<file path="src/rtl/pe_feeder.sv">
// Upstream loader for one PE: fetches WEIGHT_LEN weights then IFMAP_LEN ifmap words
// from a global-buffer SRAM port and pushes them word-serially into the PE FIFOs.
module pe_feeder #(
    parameter int unsigned DATA_W     = 32,
    parameter int unsigned ADDR_W     = 10,
    parameter int unsigned WEIGHT_LEN = 3,
    parameter int unsigned IFMAP_LEN  = 32
) (
    input  logic              clk,
    input  logic              rstn,
    input  logic              start,
    input  logic              abort,
    input  logic [ADDR_W-1:0] weight_base,
    input  logic [ADDR_W-1:0] ifmap_base,
    input  logic              pe_ready,
    output logic              mem_rd_en,
    output logic [ADDR_W-1:0] mem_addr,
    input  logic [DATA_W-1:0] mem_rdata,
    output logic [DATA_W-1:0] value,
    output logic              weight_wea,
    output logic              ifmap_wea,
    output logic              busy,
    output logic              done
);

    localparam int unsigned N     = WEIGHT_LEN + IFMAP_LEN;
    localparam int unsigned IDX_W = $clog2(N + 1);

    localparam logic [2:0] S_IDLE  = 3'd0;
    localparam logic [2:0] S_WAIT  = 3'd1;
    localparam logic [2:0] S_FETCH = 3'd2;
    localparam logic [2:0] S_DRAIN = 3'd3;
    localparam logic [2:0] S_DONE  = 3'd4;

    logic [2:0]        r_state;
    logic [IDX_W-1:0]  r_idx;
    logic [ADDR_W-1:0] r_wbase;
    logic [ADDR_W-1:0] r_ibase;
    logic              r_rd_en;
    logic              r_rd_w;
    logic [ADDR_W-1:0] r_addr;
    logic [DATA_W-1:0] r_value;
    logic              r_wwea;
    logic              r_iwea;
    logic              r_busy;
    logic              r_done;

    logic [2:0]        w_state_nxt;
    logic [IDX_W-1:0]  w_idx_nxt;
    logic [ADDR_W-1:0] w_wbase_nxt;
    logic [ADDR_W-1:0] w_ibase_nxt;
    logic              w_rd_en_nxt;
    logic              w_rd_w_nxt;
    logic [ADDR_W-1:0] w_addr_nxt;
    logic [DATA_W-1:0] w_value_nxt;
    logic              w_wwea_nxt;
    logic              w_iwea_nxt;
    logic              w_busy_nxt;
    logic              w_done_nxt;

    logic              w_issue;
    logic [IDX_W-1:0]  w_issue_idx;
    logic [ADDR_W-1:0] w_wb;
    logic [ADDR_W-1:0] w_ib;

    // Next-state and output logic; the read issued on an edge is pushed on the following edge.
    always_comb begin
        w_state_nxt = r_state;
        w_idx_nxt   = r_idx;
        w_wbase_nxt = r_wbase;
        w_ibase_nxt = r_ibase;
        w_rd_en_nxt = 1'b0;
        w_rd_w_nxt  = r_rd_w;
        w_addr_nxt  = r_addr;
        w_value_nxt = r_value;
        w_wwea_nxt  = 1'b0;
        w_iwea_nxt  = 1'b0;
        w_busy_nxt  = r_busy;
        w_done_nxt  = 1'b0;
        w_issue     = 1'b0;
        w_issue_idx = r_idx;
        w_wb        = r_wbase;
        w_ib        = r_ibase;

        if (r_rd_en) begin
            w_value_nxt = mem_rdata;
            w_wwea_nxt  = r_rd_w;
            w_iwea_nxt  = ~r_rd_w;
        end

        case (r_state)
            S_IDLE: begin
                if (start && !abort) begin
                    w_wbase_nxt = weight_base;
                    w_ibase_nxt = ifmap_base;
                    w_busy_nxt  = 1'b1;
                    w_idx_nxt   = '0;
                    if (pe_ready) begin
                        w_issue     = 1'b1;
                        w_issue_idx = '0;
                        w_wb        = weight_base;
                        w_ib        = ifmap_base;
                    end else begin
                        w_state_nxt = S_WAIT;
                    end
                end
            end
            S_WAIT: begin
                if (pe_ready) begin
                    w_issue     = 1'b1;
                    w_issue_idx = '0;
                end
            end
            S_FETCH: begin
                w_issue = 1'b1;
            end
            S_DRAIN: begin
                // Last push cycle: no read outstanding but a strobe is still high.
                if (!r_rd_en && (r_wwea || r_iwea)) begin
                    w_state_nxt = S_DONE;
                    w_done_nxt  = 1'b1;
                end
            end
            S_DONE: begin
                w_state_nxt = S_IDLE;
                w_busy_nxt  = 1'b0;
            end
            default: begin
                w_state_nxt = S_IDLE;
                w_busy_nxt  = 1'b0;
            end
        endcase

        if (w_issue) begin
            w_rd_en_nxt = 1'b1;
            if (w_issue_idx < IDX_W'(WEIGHT_LEN)) begin
                w_rd_w_nxt = 1'b1;
                w_addr_nxt = w_wb + ADDR_W'(w_issue_idx);
            end else begin
                w_rd_w_nxt = 1'b0;
                w_addr_nxt = w_ib + ADDR_W'(w_issue_idx - IDX_W'(WEIGHT_LEN));
            end
            w_idx_nxt   = w_issue_idx + IDX_W'(1);
            w_state_nxt = (w_issue_idx == IDX_W'(N - 1)) ? S_DRAIN : S_FETCH;
        end

        if (abort && (r_state != S_IDLE)) begin
            w_state_nxt = S_IDLE;
            w_rd_en_nxt = 1'b0;
            w_wwea_nxt  = 1'b0;
            w_iwea_nxt  = 1'b0;
            w_busy_nxt  = 1'b0;
            w_done_nxt  = 1'b0;
            w_value_nxt = r_value;
        end
    end

    always_ff @(posedge clk or negedge rstn) begin
        if (!rstn) begin
            r_state <= S_IDLE;
            r_idx   <= '0;
            r_wbase <= '0;
            r_ibase <= '0;
            r_rd_en <= 1'b0;
            r_rd_w  <= 1'b0;
            r_addr  <= '0;
            r_value <= '0;
            r_wwea  <= 1'b0;
            r_iwea  <= 1'b0;
            r_busy  <= 1'b0;
            r_done  <= 1'b0;
        end else begin
            r_state <= w_state_nxt;
            r_idx   <= w_idx_nxt;
            r_wbase <= w_wbase_nxt;
            r_ibase <= w_ibase_nxt;
            r_rd_en <= w_rd_en_nxt;
            r_rd_w  <= w_rd_w_nxt;
            r_addr  <= w_addr_nxt;
            r_value <= w_value_nxt;
            r_wwea  <= w_wwea_nxt;
            r_iwea  <= w_iwea_nxt;
            r_busy  <= w_busy_nxt;
            r_done  <= w_done_nxt;
        end
    end

    assign mem_rd_en  = r_rd_en;
    assign mem_addr   = r_addr;
    assign value      = r_value;
    assign weight_wea = r_wwea;
    assign ifmap_wea  = r_iwea;
    assign busy       = r_busy;
    assign done       = r_done;

endmodule

</file>
<file path="config.mk">
export PLATFORM = sky130hd
export DESIGN_NAME = pe_feeder
export DESIGN_NICKNAME = d
export VERILOG_FILES = /design/src/rtl/pe_feeder.sv
export SDC_FILE = /design/constraint.sdc
export NUM_CORES = 1
export LEC_CHECK = 0
export CORE_UTILIZATION = 55
export DETAILED_ROUTE_END_ITERATION = 7
export DONT_BUFFER_PORTS = 1
export PLACE_DENSITY_LB_ADDON = 0.1
export SYNTH_ARGS = -nofsm -noshare
export SYNTH_HDL_FRONTEND = slang
export SYNTH_SLANG_ARGS = --single-unit
</file>
<file path="constraint.sdc">
create_clock -name clk -period 4.4 [get_ports clk]
set_input_delay 0.22 -clock clk [delete_from_list [all_inputs] [get_ports clk]]
set_output_delay 0.22 -clock clk [all_outputs]
set_load 0.03 [all_outputs]
</file>
==> run_summary.xml <==
<?xml version="1.0" encoding="UTF-8"?>
<metrics>
  <group name="final_layout">
    <metric name="post_layout_nonfiller_instances" unit="">526</metric>
    <metric name="drive_above_1_share" unit="%">22.7</metric>
    <metric name="diodes_inserted" unit="">0</metric>
    <metric name="area_growth" unit="%">11.9</metric>
    <metric name="final_net_count" unit="">497</metric>
    <metric name="post-route-cell-area" unit="sq um">4810</metric>
    <metric name="final.fill_count" unit="">604</metric>
  </group>
  <group name="placed_design">
    <metric name="placed_cells_incl_taps" unit="">486</metric>
    <metric name="port_buffers" unit="">0</metric>
    <metric name="placed_cell_area" unit="sq um">4370</metric>
    <metric name="pre_cts_ws" unit="ns">0.833</metric>
    <metric name="gp_congestion" unit="">0.857</metric>
    <metric name="post-dp-hpwl" unit="mm">6.66</metric>
  </group>
  <group name="yosys">
    <metric name="ys.warnings.count" unit="">0</metric>
    <metric name="muxShareOfSynthArea" unit="%">18.7</metric>
    <metric name="synth-main-ff-cell" unit="">sky130_fd_sc_hd__dfrtp_1</metric>
    <metric name="synth_nets" unit="">475</metric>
    <metric name="netlist_top_cells_area" unit="">sky130_fd_sc_hd__dfrtp_1 45%, sky130_fd_sc_hd__mux2_2 17%, sky130_fd_sc_hd__ha_1 4.7%</metric>
    <metric name="synth-adder-area-share" unit="%">5.60</metric>
    <metric name="ys_seq_area_share" unit="%">44.9</metric>
    <metric name="synth.distinct_cells" unit="">51</metric>
    <metric name="synth_area_per_inst" unit="sq um">10.7</metric>
    <metric name="syn_area" unit="sq um">4290</metric>
    <metric name="synth.top_cells.by_count" unit="">77 x sky130_fd_sc_hd__dfrtp_1, 66 x sky130_fd_sc_hd__mux2_2, 31 x sky130_fd_sc_hd__nand2_1, 31 x sky130_fd_sc_hd__nor2_1, 26 x sky130_fd_sc_hd__o21ai_0</metric>
    <metric name="post-synth-top-area-cell" unit="">sky130_fd_sc_hd__dfrtp_1</metric>
    <metric name="synth_xor_xnor_area_share" unit="%">3.47</metric>
    <metric name="fraction_of_registers_with_async_set_or_reset_after_synthesis" unit="%">100</metric>
    <metric name="synthCells" unit="">400</metric>
    <metric name="synthMostInstantiatedCell" unit="">sky130_fd_sc_hd__dfrtp_1</metric>
    <metric name="synth_top_family_by_area" unit="">multiplexers</metric>
    <metric name="synth_simple_gate_area_share" unit="%">11.4</metric>
    <metric name="synth-seq-cells" unit="">77</metric>
    <metric name="synthDominantCellAreaShare" unit="%">44.9</metric>
    <metric name="synth_enable_flop_cells" unit="">0</metric>
    <metric name="compound_gate_fraction_of_synth_area" unit="%">12.8</metric>
  </group>
  <group name="worst_setup_path">
    <metric name="worst_r2r_path_depth" unit="">15</metric>
    <metric name="crit_path_start_kind" unit="">flip-flop</metric>
    <metric name="timing.critical_path.required" unit="ns">4.67</metric>
    <metric name="timing_worst_setup_path_type" unit="">flip-flop to flip-flop</metric>
    <metric name="reg2reg_setup_slack" unit="ns">0.74</metric>
    <metric name="cp.arrival" unit="ns">3.92</metric>
    <metric name="worstPathMaxFanout" unit="">14</metric>
    <metric name="regToRegEndpoint" unit="">mem_addr[9]$_DFFE_PN0P_</metric>
    <metric name="regToRegStartpoint" unit="">r_state[1]$_DFFE_PN0P_</metric>
    <metric name="worst_setup_path_end_kind" unit="">flip-flop</metric>
  </group>
  <group name="routing">
    <metric name="drt_first_iter_violations" unit="">145</metric>
    <metric name="route.detailed.vias_per_inst" unit="">5.85</metric>
    <metric name="route.final.wire_length" unit="mm">9.37</metric>
    <metric name="residual_drc_count" unit="">0</metric>
    <metric name="drtAntennaViolNets" unit="">0</metric>
    <metric name="routed-via-count" unit="">3075</metric>
    <metric name="drt_first_pass_iters" unit="">5</metric>
    <metric name="post_detailed_route_wirelength_per_cell" unit="microns">17.8</metric>
  </group>
  <group name="grt">
    <metric name="grt_max_degree" unit="">78</metric>
    <metric name="grt_pass1_vias" unit="">3027</metric>
    <metric name="total_gr_overflow" unit="">0</metric>
    <metric name="global_route_wire_length_before_repair" unit="mm">15.1</metric>
    <metric name="grt_antenna_before_repair" unit="">0</metric>
    <metric name="track_usage" unit="%">23.8</metric>
  </group>
  <group name="sta">
    <metric name="final_max_slew_viol_count" unit="">0</metric>
    <metric name="grt_setup_unrepaired" unit="">false</metric>
    <metric name="post-route-period-util" unit="%">83.1</metric>
    <metric name="clock_skew" unit="ns">0.00806</metric>
    <metric name="max_freq" unit="MHz">273</metric>
    <metric name="worst_slew_pin_slew" unit="ns">0.996</metric>
    <metric name="setup_viol" unit="">0</metric>
    <metric name="timing.hold.ws" unit="ns">0.0177</metric>
    <metric name="final_critical_path_setup_slack" unit="ns">0.743</metric>
    <metric name="finalWorstPathRequiredPeriod" unit="ns">3.66</metric>
    <metric name="rel_slew_slack" unit="%">33.5</metric>
    <metric name="timing.final.hold_violations" unit="">0</metric>
    <metric name="totalNegativeSetupSlack" unit="ns">0</metric>
  </group>
  <group name="pwr">
    <metric name="cellPowerDensity" unit="nW/um^2">872</metric>
    <metric name="power.ir.vdd_worst" unit="uV">460</metric>
    <metric name="cellLeakagePower" unit="uW">0.00209</metric>
  </group>
  <group name="clock_network">
    <metric name="worst_path_clk_slew" unit="ns">0.09</metric>
    <metric name="cts_tree" unit="">done</metric>
    <metric name="clock_root_buffer" unit="">sky130_fd_sc_hd__clkbuf_8</metric>
    <metric name="cts_max_level" unit="">3</metric>
    <metric name="cts_buffers" unit="">9</metric>
    <metric name="cts_num_sinks" unit="">77</metric>
    <metric name="post_cts.repair.setup_buffers" unit="">0</metric>
    <metric name="post_cts.resized_instances" unit="">0</metric>
    <metric name="cts_buffer_depth" unit="">2</metric>
    <metric name="clock_insertion_delay_worst_skew" unit="ns">0.34</metric>
  </group>
  <group name="min_path">
    <metric name="hold_path_depth" unit="">1</metric>
    <metric name="hold_path.startpoint" unit="">mem_rdata[17]</metric>
    <metric name="hold_path_end" unit="">value[17]$_DFFE_PN0P_</metric>
    <metric name="worstHoldPathType" unit="">input port to flip-flop</metric>
  </group>
  <group name="floorplan">
    <metric name="die_area" unit="sq um">8160</metric>
    <metric name="die_width" unit="microns">90.3</metric>
    <metric name="rows" unit="">31</metric>
    <metric name="core_area" unit="sq um">7410</metric>
    <metric name="floorplan.initialDensity" unit="%">57.9</metric>
    <metric name="i_o_pin_count" unit="">104</metric>
    <metric name="die_height" unit="microns">90.3</metric>
  </group>
  <group name="outcome">
    <metric name="status" unit="">complete, no violations</metric>
  </group>
  <group name="job">
    <metric name="maxCapViolCount" unit="">0</metric>
  </group>
</metrics>
==> worst max-delay path, cell delays in order, from the launching register on <==
cell	delay (ns)
sky130_fd_sc_hd__dfrtp_1	0.52
sky130_fd_sc_hd__nor2_1	0.20
sky130_fd_sc_hd__o211ai_1	0.10
sky130_fd_sc_hd__buf_4	0.20
sky130_fd_sc_hd__nand2_1	0.15
sky130_fd_sc_hd__inv_1	0.10
sky130_fd_sc_hd__ha_1	0.29
sky130_fd_sc_hd__o31ai_1	0.22
sky130_fd_sc_hd__o21ai_0	0.22
sky130_fd_sc_hd__ha_1	0.39
sky130_fd_sc_hd__a41oi_1	0.33
sky130_fd_sc_hd__a21boi_0	0.18
sky130_fd_sc_hd__o21ai_0	0.24
sky130_fd_sc_hd__xnor2_1	0.14
sky130_fd_sc_hd__mux2i_1	0.10
sky130_fd_sc_hd__o21ai_0	0.18
==> routing by layer <==
layer | global-route usage, % | part of all wire (%) | vias to the layer above | wire length, microns
li1 | - | - | 1466 | -
met1 | 31.9 | 43 | 1492 | 4030
met2 | 38.5 | 49 | 105 | 4580
met3 | 5.72 | 6.9 | 12 | 642
met4 | 6.99 | 1.2 | 0 | 111
met5 | 0 | 0 | - | 0
==> worst max-delay path by stage <==
stage	slack, ns	depth (start not counted)	to	from
CTS	0.81	15	mem_addr[9]$_DFFE_PN0P_	r_state[1]$_DFFE_PN0P_
floorplan	1.03	14	mem_addr[5]$_DFFE_PN0P_	r_state[2]$_DFFE_PN0P_
global route	0.39	15	mem_addr[9]$_DFFE_PN0P_	r_state[1]$_DFFE_PN0P_
detailed placement	0.83	15	mem_addr[9]$_DFFE_PN0P_	r_state[1]$_DFFE_PN0P_
finish	0.74	15	mem_addr[9]$_DFFE_PN0P_	r_state[1]$_DFFE_PN0P_
global placement	0.85	15	mem_addr[9]$_DFFE_PN0P_	r_state[1]$_DFFE_PN0P_
==> stage by stage <==
step,power (uW),util (%)
5_1_grt,4500,64.9
3_3_place_gp,3620,58.9
4_1_cts,4200,62.4
6_report,4190,64.9
2_1_floorplan,3250,-
3_5_place_dp,3670,58.9
==> state kept, by name, indices dropped and copies added, names as in the netlist <==
signal      cells
done            1
mem_rd_en       1
mem_addr       10
ifmap_wea       1
r_ibase        10
weight_wea      1
r_rd_w          1
r_wbase        10
r_idx           6
r_state         3
busy            1
value          32
==> where the power goes <==
| group | switching, uW | internal, uW |
|---|---|---|
| registers | 687 | 1040 |
| logic | 1020 | 948 |
| clock network | 280 | 211 |
==> kinds of logic after synthesis <==
kind of cell	Yosys count
adders and majority gates	18
xor gates and xnor gates	17
muxes	72
buffers and inverters	31
and+or+nand+nor	100
AOI/OAI and AO/OA	85
DFF	77
==> cell type report <==
cell class / instances / area (sq um) / share of cell area, %
inverter: 13 / 48.8 / 1.02
clock inverter: 7 / 57.6 / 1.20
tap: 99 / 124 / 2.58
sequential: 77 / 1930 / 40.1
timing repair buffer: 29 / 295 / 6.14
multi-input combinational: 292 / 2230 / 46.4
clock buffer: 9 / 124 / 2.58
==> cell usage in the layout (no fill, tap or decap), types with 2 or more instances in the layout <==
cell,count
sky130_fd_sc_hd__a21boi_0,3
sky130_fd_sc_hd__a21boi_2,2
sky130_fd_sc_hd__a21o_1,4
sky130_fd_sc_hd__a21oi_1,21
sky130_fd_sc_hd__a311oi_1,2
sky130_fd_sc_hd__a31oi_1,3
sky130_fd_sc_hd__a41oi_1,2
sky130_fd_sc_hd__and2_1,3
sky130_fd_sc_hd__and3_1,4
sky130_fd_sc_hd__buf_4,5
sky130_fd_sc_hd__clkbuf_8,9
sky130_fd_sc_hd__clkinv_4,2
sky130_fd_sc_hd__clkinvlp_4,2
sky130_fd_sc_hd__dfrtp_1,77
sky130_fd_sc_hd__dlygate4sd3_1,23
sky130_fd_sc_hd__fa_1,2
sky130_fd_sc_hd__ha_1,16
sky130_fd_sc_hd__inv_1,13
sky130_fd_sc_hd__mux2_2,66
sky130_fd_sc_hd__mux2i_1,6
sky130_fd_sc_hd__nand2_1,31
sky130_fd_sc_hd__nand2b_1,4
sky130_fd_sc_hd__nand3_1,9
sky130_fd_sc_hd__nor2_1,31
sky130_fd_sc_hd__nor2b_1,3
sky130_fd_sc_hd__nor3_1,4
sky130_fd_sc_hd__nor4b_1,2
sky130_fd_sc_hd__o21a_1,3
sky130_fd_sc_hd__o21ai_0,26
sky130_fd_sc_hd__o21ai_1,4
sky130_fd_sc_hd__o22ai_1,2
sky130_fd_sc_hd__o31ai_1,3
sky130_fd_sc_hd__or3_1,2
sky130_fd_sc_hd__xnor2_1,13
sky130_fd_sc_hd__xor2_1,4
==> timing repair <==
action,in CTS,in global routing
hold endpoints to repair,82,18
setup endpoints to repair,0,0
hold buffers,6,18
Note: power is estimated with default switching activity, not from simulation.
